===== config.mk =====
export PLATFORM = sky130hd
export DESIGN_NAME = ex_muldiv_sequencer
export DESIGN_NICKNAME = d
export VERILOG_FILES = /design/src/rtl/ex_muldiv_sequencer.sv
export SDC_FILE = /design/constraint.sdc
export NUM_CORES = 1
export LEC_CHECK = 0
export CAP_MARGIN = 0
export CORE_AREA = 2 2 178 180
export CTS_BUF_LIST = sky130_fd_sc_hd__clkbuf_2
export CTS_CLUSTER_DIAMETER = 200
export CTS_CLUSTER_SIZE = 8
export DETAILED_ROUTE_END_ITERATION = 7
export DIE_AREA = 0 0 180 182
export HOLD_SLACK_MARGIN = 0.12
export MAX_ROUTING_LAYER = met4
export PLACE_DENSITY_LB_ADDON = 0.3
export SLEW_MARGIN = 10
export SYNTH_ARGS = -nofsm -noshare
export SYNTH_HDL_FRONTEND = slang
export SYNTH_SLANG_ARGS = --single-unit
export TNS_END_PERCENT = 30

===== constraint.sdc =====
create_clock -name i_clk -period 7.2 [get_ports i_clk]
set_input_delay 1.44 -clock i_clk [delete_from_list [all_inputs] [get_ports i_clk]]
set_output_delay 1.44 -clock i_clk [all_outputs]
set_load 0.05 [all_outputs]

===== src/rtl/ex_muldiv_sequencer.sv =====
// rtl/ex_muldiv_sequencer.sv - iterative multiply/divide unit with architectural HI/LO
//
// Purpose: sequential shift-add multiplier and restoring divider for the EX stage.
//          One partial product / quotient bit per cycle, NB_DATA cycles of CALC,
//          then one DONE cycle where the result is shown and committed to HI/LO.
// Ports:
//   i_clk, i_rst_n      clock, synchronous active-low reset
//   i_start, i_md_op    issue request and operation (01 MULT, 10 DIV, else none)
//   i_signed            signed (1) / unsigned (0) operation
//   i_rs, i_rt          multiplicand/dividend, multiplier/divisor
//   i_mthi, i_mtlo      write i_rs into HI / LO (honored only when idle)
//   i_mf_req            EX stage reads HI/LO this cycle
//   i_flush             abort the operation in progress
//   o_hi, o_lo          HI / LO contents (new result visible during DONE)
//   o_busy, o_done      unit busy (CALC/DONE), one-cycle commit pulse
//   o_stall             freeze request while busy and the pipeline needs the unit
module ex_muldiv_sequencer #(
   parameter int NB_DATA  = 32,
   parameter int NB_MD_OP = 2
) (
   input  logic                i_clk,
   input  logic                i_rst_n,
   input  logic                i_start,
   input  logic [NB_MD_OP-1:0] i_md_op,
   input  logic                i_signed,
   input  logic [NB_DATA-1:0]  i_rs,
   input  logic [NB_DATA-1:0]  i_rt,
   input  logic                i_mthi,
   input  logic                i_mtlo,
   input  logic                i_mf_req,
   input  logic                i_flush,
   output logic [NB_DATA-1:0]  o_hi,
   output logic [NB_DATA-1:0]  o_lo,
   output logic                o_busy,
   output logic                o_done,
   output logic                o_stall
);

   localparam int NB_CNT = (NB_DATA > 1) ? $clog2(NB_DATA) : 1;
   localparam logic [NB_MD_OP-1:0] OP_MULT = NB_MD_OP'(1);
   localparam logic [NB_MD_OP-1:0] OP_DIV  = NB_MD_OP'(2);
   localparam logic [NB_CNT-1:0]   CNT_LAST = NB_CNT'(NB_DATA - 1);

   typedef enum logic [1:0] {ST_IDLE, ST_CALC, ST_DONE} state_t;

   state_t              state_q;
   logic [NB_CNT-1:0]   cnt_q;
   logic                is_div_q;
   logic                neg_q;      // negate product / quotient
   logic                rem_neg_q;  // remainder takes the dividend's sign
   logic [NB_DATA-1:0]  work_hi_q;  // product upper half / partial remainder
   logic [NB_DATA-1:0]  work_lo_q;  // multiplier being consumed / dividend -> quotient
   logic [NB_DATA-1:0]  b_q;        // multiplicand / divisor magnitude
   logic [NB_DATA-1:0]  hi_q, lo_q;
   logic                done_q;

   logic                issue;
   logic                rs_neg, rt_neg;
   logic [NB_DATA-1:0]  rs_mag, rt_mag;
   logic [NB_DATA:0]    mul_sum;
   logic [2*NB_DATA-1:0] mul_next, fin_prod;
   logic [NB_DATA:0]    div_trial;
   logic                div_ok;
   logic [NB_DATA-1:0]  div_rem_next, div_quo_next, fin_quo, fin_rem;

   always_comb begin
      issue  = i_start && !i_flush && (i_md_op == OP_MULT || i_md_op == OP_DIV);
      rs_neg = i_signed && i_rs[NB_DATA-1];
      rt_neg = i_signed && i_rt[NB_DATA-1];
      rs_mag = rs_neg ? (~i_rs + 1'b1) : i_rs;
      rt_mag = rt_neg ? (~i_rt + 1'b1) : i_rt;

      // Shift-add: add multiplicand when the current multiplier bit is set,
      // then shift the whole product right, carry included.
      mul_sum  = {1'b0, work_hi_q} + (work_lo_q[0] ? {1'b0, b_q} : '0);
      mul_next = {mul_sum, work_lo_q[NB_DATA-1:1]};
      fin_prod = neg_q ? (~mul_next + 1'b1) : mul_next;

      // Restoring divide: bring in the next dividend bit, keep the difference
      // only if it did not borrow (top bit of the trial is the borrow).
      div_trial    = {work_hi_q, work_lo_q[NB_DATA-1]} - {1'b0, b_q};
      div_ok       = !div_trial[NB_DATA];
      div_rem_next = div_ok ? div_trial[NB_DATA-1:0]
                            : {work_hi_q[NB_DATA-2:0], work_lo_q[NB_DATA-1]};
      div_quo_next = {work_lo_q[NB_DATA-2:0], div_ok};
      fin_quo      = neg_q ? (~div_quo_next + 1'b1) : div_quo_next;
      fin_rem      = rem_neg_q ? (~div_rem_next + 1'b1) : div_rem_next;
   end

   always_ff @(posedge i_clk) begin
      if (!i_rst_n) begin
         state_q   <= ST_IDLE;
         cnt_q     <= '0;
         is_div_q  <= 1'b0;
         neg_q     <= 1'b0;
         rem_neg_q <= 1'b0;
         work_hi_q <= '0;
         work_lo_q <= '0;
         b_q       <= '0;
         hi_q      <= '0;
         lo_q      <= '0;
         done_q    <= 1'b0;
      end else begin
         case (state_q)
            ST_IDLE: begin
               done_q <= 1'b0;
               if (i_mthi) hi_q <= i_rs;
               if (i_mtlo) lo_q <= i_rs;
               if (issue) begin
                  state_q   <= ST_CALC;
                  cnt_q     <= '0;
                  is_div_q  <= (i_md_op == OP_DIV);
                  // A zero divisor keeps the quotient unnegated so it stays
                  // all ones, and the remainder naturally reproduces i_rs.
                  // Most-negative / -1 yields most-negative with remainder 0
                  // from the magnitude path without special handling.
                  neg_q     <= (rs_neg ^ rt_neg) && !(i_md_op == OP_DIV && i_rt == '0);
                  rem_neg_q <= rs_neg;
                  work_hi_q <= '0;
                  work_lo_q <= (i_md_op == OP_DIV) ? rs_mag : rt_mag;
                  b_q       <= (i_md_op == OP_DIV) ? rt_mag : rs_mag;
               end
            end
            ST_CALC: begin
               if (i_flush) begin
                  state_q <= ST_IDLE;
               end else begin
                  cnt_q <= cnt_q + 1'b1;
                  if (cnt_q == CNT_LAST) begin
                     state_q <= ST_DONE;
                     done_q  <= 1'b1;
                     if (is_div_q) begin
                        work_hi_q <= fin_rem;
                        work_lo_q <= fin_quo;
                     end else begin
                        {work_hi_q, work_lo_q} <= fin_prod;
                     end
                  end else if (is_div_q) begin
                     work_hi_q <= div_rem_next;
                     work_lo_q <= div_quo_next;
                  end else begin
                     {work_hi_q, work_lo_q} <= mul_next;
                  end
               end
            end
            default: begin
               // DONE: the result is architecturally written on leaving,
               // so a flush here leaves HI/LO at their pre-issue values.
               state_q <= ST_IDLE;
               done_q  <= 1'b0;
               if (!i_flush) begin
                  hi_q <= work_hi_q;
                  lo_q <= work_lo_q;
               end
            end
         endcase
      end
   end

   assign o_busy  = (state_q != ST_IDLE);
   assign o_done  = done_q && !i_flush;
   assign o_hi    = (state_q == ST_DONE) ? work_hi_q : hi_q;
   assign o_lo    = (state_q == ST_DONE) ? work_lo_q : lo_q;
   assign o_stall = o_busy && (i_start || i_mf_req || i_mthi || i_mtlo);

endmodule


==> results.toml <==
[global_route]
grt_pass1_wl_mm = 113.9
antenna_found_initial = 4
grt_overflow = 0
grt_max_degree = 89
grt_use_total_pct = 45.50
grt_pass1_vias = 19540

[worst_setup_path]
criticalPathCategory = "flip-flop to flip-flop"
crit_arrival_ns = 6.84
crit-reg2reg-launch = "work_lo_q[31]$_SDFFE_PN0P_"
crit_path_cell_trace = "inv_1 > ha_1 > inv_1 > fa_1 > a211oi_1 > o21ai_0 > a211oi_1 > a2111oi_2 > o21a_1 > nor2_2 > mux2i_1 > ha_1 > nand2_1 > a2111oi_0 > nand3_1 > nor3_1 > o22ai_1 > or2_0 > o31ai_1 > mux2i_1 > o22ai_1"
crit_required_ns = 7.91
rrSetupSlack_ns = 1.07
max_stage_delay_ns = 0.54
cpMaxStageDelayCell = "a211oi_1"
rr_endpoint = "work_hi_q[26]$_SDFFE_PN0P_"
critical_path_buf_inv_count = 2
worst_r2r_path_depth = 21
cpLargestDelayFamily = "compound AO/OA/AOI/OAI gates"
cp_max_fo = 6
startpoint_type = "flip-flop"
endpoint_kind = "flip-flop"

[clock_network]
clk_latency_ns = 0.86
clk_path_buf_depth = 2
tritoncts = "done"
htreeDepth = 4
clkTransAtPathRegs_ns = 0.27
root_buffer = "clkbuf_2"
cts.sinks = 171
cts_resized = 0
cts_hold_buf = 0
cts_buffers = 17
cts_setup_buffers = 0

[timing]
maxSlewViolCount = 0
period_share_pct = 85.10
finalSetupTns_ns = 0
finalHoldViolations = 0
timing.fmax_ghz = 0.1632
worst_pin_slew_ns = 1.187
fin_crit_ns = 6.127
setup_viol = 0
relSlewSlack_pct = 20.87
rsz0062_at_grt = "no"
whs_ns = 0.4722
skew_ns = 0.06023

[yosys]
ys_warn_count = 0
syn_avg_cell_area_um2 = 7.063
synth_xor_area_share_pct = 9.369
synthDistinctLibCells = 92
synth-simple-area-share_pct = 23.06
synth_compound_gate_area_share_pct = 31.45
syn_area_um2 = 18320
synthArstFlopShare_pct = 0
yosys_register_bits = 171
synth_edf_count = 0
synth_adder_area_share_pct = 5.135
synth_seq_area_share_pct = 18.68
syn-num-nets = 2742
synthCells = 2594
synth_top_family_by_area = "compound AO/OA/AOI/OAI gates"
synthFlopType = "dfxtp_1"
synthMuxAreaShare_pct = 6.897

[drt]
ant_nets = 0
m1WireLength_mm = 29.59
drtIter0Drc = 3053
via_count = 21220
first_pass_iters = 8
wl_mm = 75.13
wl_per_cell_um = 24.91
met2_length_mm = 32.13
route.met3.wl_mm = 8.059
top_layer = "met4"
drc = 3
viasPerCell = 7.035

[die]
coreArea_um2 = 30990
num_rows = 65
dieHeight_um = 182
initial_utilization_pct = 59.13
dieArea_um2 = 32760
io_pins = 141
die_x_um = 180

[final_layout]
syn_to_final_growth_pct = 9.225
fin_nets = 2745
multiInputGateArea_um2 = 13930
utilization_pct = 64.59
drive_above_1_share_pct = 6.973
seq_area_um2 = 3427
nFillCells = 2746

[placed_design]
routabilityCongestion = 1.030
portBuffers = 140
hpwl_mm = 55.91

[power_and_ir_drop]
power_density_nw_per_um2 = 147.6
p_leak_nw = 7.498
vdd_drop_max_v = 0.00009402
finalPower_w = 0.002954

[outcome]
status = "finished with violations"
failed_checks = "design-rule violations"

[run]
drv_cap = 0

[worst_hold_path]
hold_path_class = "flip-flop to flip-flop"
hold_end = "b_q[10]$_SDFFE_PN0P_"
hp-start = "b_q[10]$_SDFFE_PN0P_"
whs_path_depth = 2
[report_power, final]
| group | internal [W] | switching (W) |
|---|---|---|
| logic | 0.000461 | 0.000902 |
| clock network | 0.000128 | 0.000400 |
| registers | 0.00100 | 0.0000593 |
[flip-flops by register name, summed over array words and instances (netlist names), 2 cells and up]
| name | cells |
|---|---|
| hi_q | 32 |
| work_lo_q | 32 |
| state_q | 2 |
| work_hi_q | 32 |
| lo_q | 32 |
| cnt_q | 5 |
| b_q | 32 |
[cells in the mapped netlist (8+ instances only)]
library cell | n | area share (%)
nor3b_1 | 8 | 0.33
o22ai_1 | 9 | 0.31
or3_1 | 27 | 0.92
nor2_1 | 321 | 6.6
nor3_1 | 63 | 1.7
ha_1 | 72 | 4.9
o311ai_0 | 12 | 0.57
nor4_1 | 23 | 0.79
o21a_1 | 20 | 0.82
a211o_1 | 14 | 0.67
nand3_1 | 46 | 1.3
o211ai_1 | 69 | 2.8
a21oi_1 | 276 | 7.5
mux2i_1 | 43 | 2.3
a31oi_1 | 21 | 0.72
a2111oi_0 | 8 | 0.38
inv_1 | 59 | 1.2
clkbuf_1 | 161 | 3.3
a21o_1 | 30 | 1.2
dfxtp_1 | 171 | 19
or2_2 | 13 | 0.44
o41ai_1 | 10 | 0.48
a211oi_1 | 109 | 4.5
nand2b_1 | 14 | 0.48
o21ai_0 | 148 | 4.0
mux2_2 | 72 | 4.4
nand4_1 | 24 | 0.82
buf_1 | 22 | 0.45
and4_1 | 8 | 0.38
o21bai_1 | 11 | 0.45
or4_1 | 13 | 0.53
xnor2_1 | 115 | 5.5
nand2_1 | 223 | 4.6
and2_1 | 52 | 1.8
o31a_1 | 10 | 0.48
xor2_1 | 81 | 3.9
nor2b_1 | 14 | 0.48
a21boi_0 | 13 | 0.53
a22oi_1 | 9 | 0.37
a311oi_1 | 15 | 0.72
and3_1 | 24 | 0.82
o31ai_1 | 24 | 0.98
[per-layer routing]
layer / global-route usage (%) / vias to the layer above
met4: 28.62 / 0
li1: - / 9534
met2: 67.19 / 1526
met1: 57.54 / 9843
met3: 7.982 / 315
met5: - / -
[worst reg2reg max path, delay by kind of cell (launching register included)]
kind | cells | cell delay, ns
mux | 2 | 0.59
buf+inv | 2 | 0.12
compound gates | 9 | 2.78
fa+ha+maj | 3 | 0.91
flops | 1 | 0.38
simple gates | 5 | 1.25
[through the flow]
stage / cells / instance area (µm²) / setup WS (ns)
2_1_floorplan: 2594 / 18320 / 1.619
3_3_place_gp: 2979 / 19770 / 1.382
3_5_place_dp: 2979 / 19770 / 1.264
4_1_cts: 3011 / 19980 / 1.200
5_1_grt: 3016 / 20010 / 0.5854
6_report: 3016 / 20010 / 1.073
[logic make-up after synthesis]
kind of cell,count (synthesis)
compound gates,883
xor+xnor,196
fa+ha+maj,74
buf+inv,258
flops,171
mux,116
simple gates,896
[final cells by class]
class / instances / area share (%)
antenna: 4 / 0.05002
timing repair buffer: 175 / 8.378
clock inverter: 14 / 0.5939
clock buffer: 18 / 0.4501
sequential: 171 / 17.12
tap: 402 / 2.513
inverter: 67 / 1.269
multi-input combinational: 2165 / 69.62
[cell usage in the layout, fill, tap and decap left out, types with 59 or more instances in the layout]
cell type and instances:
nor2_1 319, inv_1 59, a211oi_1 109, mux2_2 72, xor2_1 81, o21ai_0 148, a21oi_1 276, ha_1 71
dfxtp_1 170, nor3_1 62, o211ai_1 69, xnor2_1 115, clkdlybuf4s50_1 140, nand2_1 223
[worst max-delay path by stage]
stage,from,cells past startpoint,end
after global placement,work_lo_q[31]$_SDFFE_PN0P_,21,work_hi_q[26]$_SDFFE_PN0P_
after floorplan,work_lo_q[31]$_SDFFE_PN0P_,26,work_hi_q[26]$_SDFFE_PN0P_
after CTS,work_lo_q[31]$_SDFFE_PN0P_,21,work_hi_q[26]$_SDFFE_PN0P_
after global routing,work_lo_q[31]$_SDFFE_PN0P_,21,work_hi_q[26]$_SDFFE_PN0P_
after detailed placement,work_lo_q[31]$_SDFFE_PN0P_,22,work_hi_q[26]$_SDFFE_PN0P_
final,work_lo_q[31]$_SDFFE_PN0P_,21,work_hi_q[26]$_SDFFE_PN0P_
(Power assumes the default switching activity.)
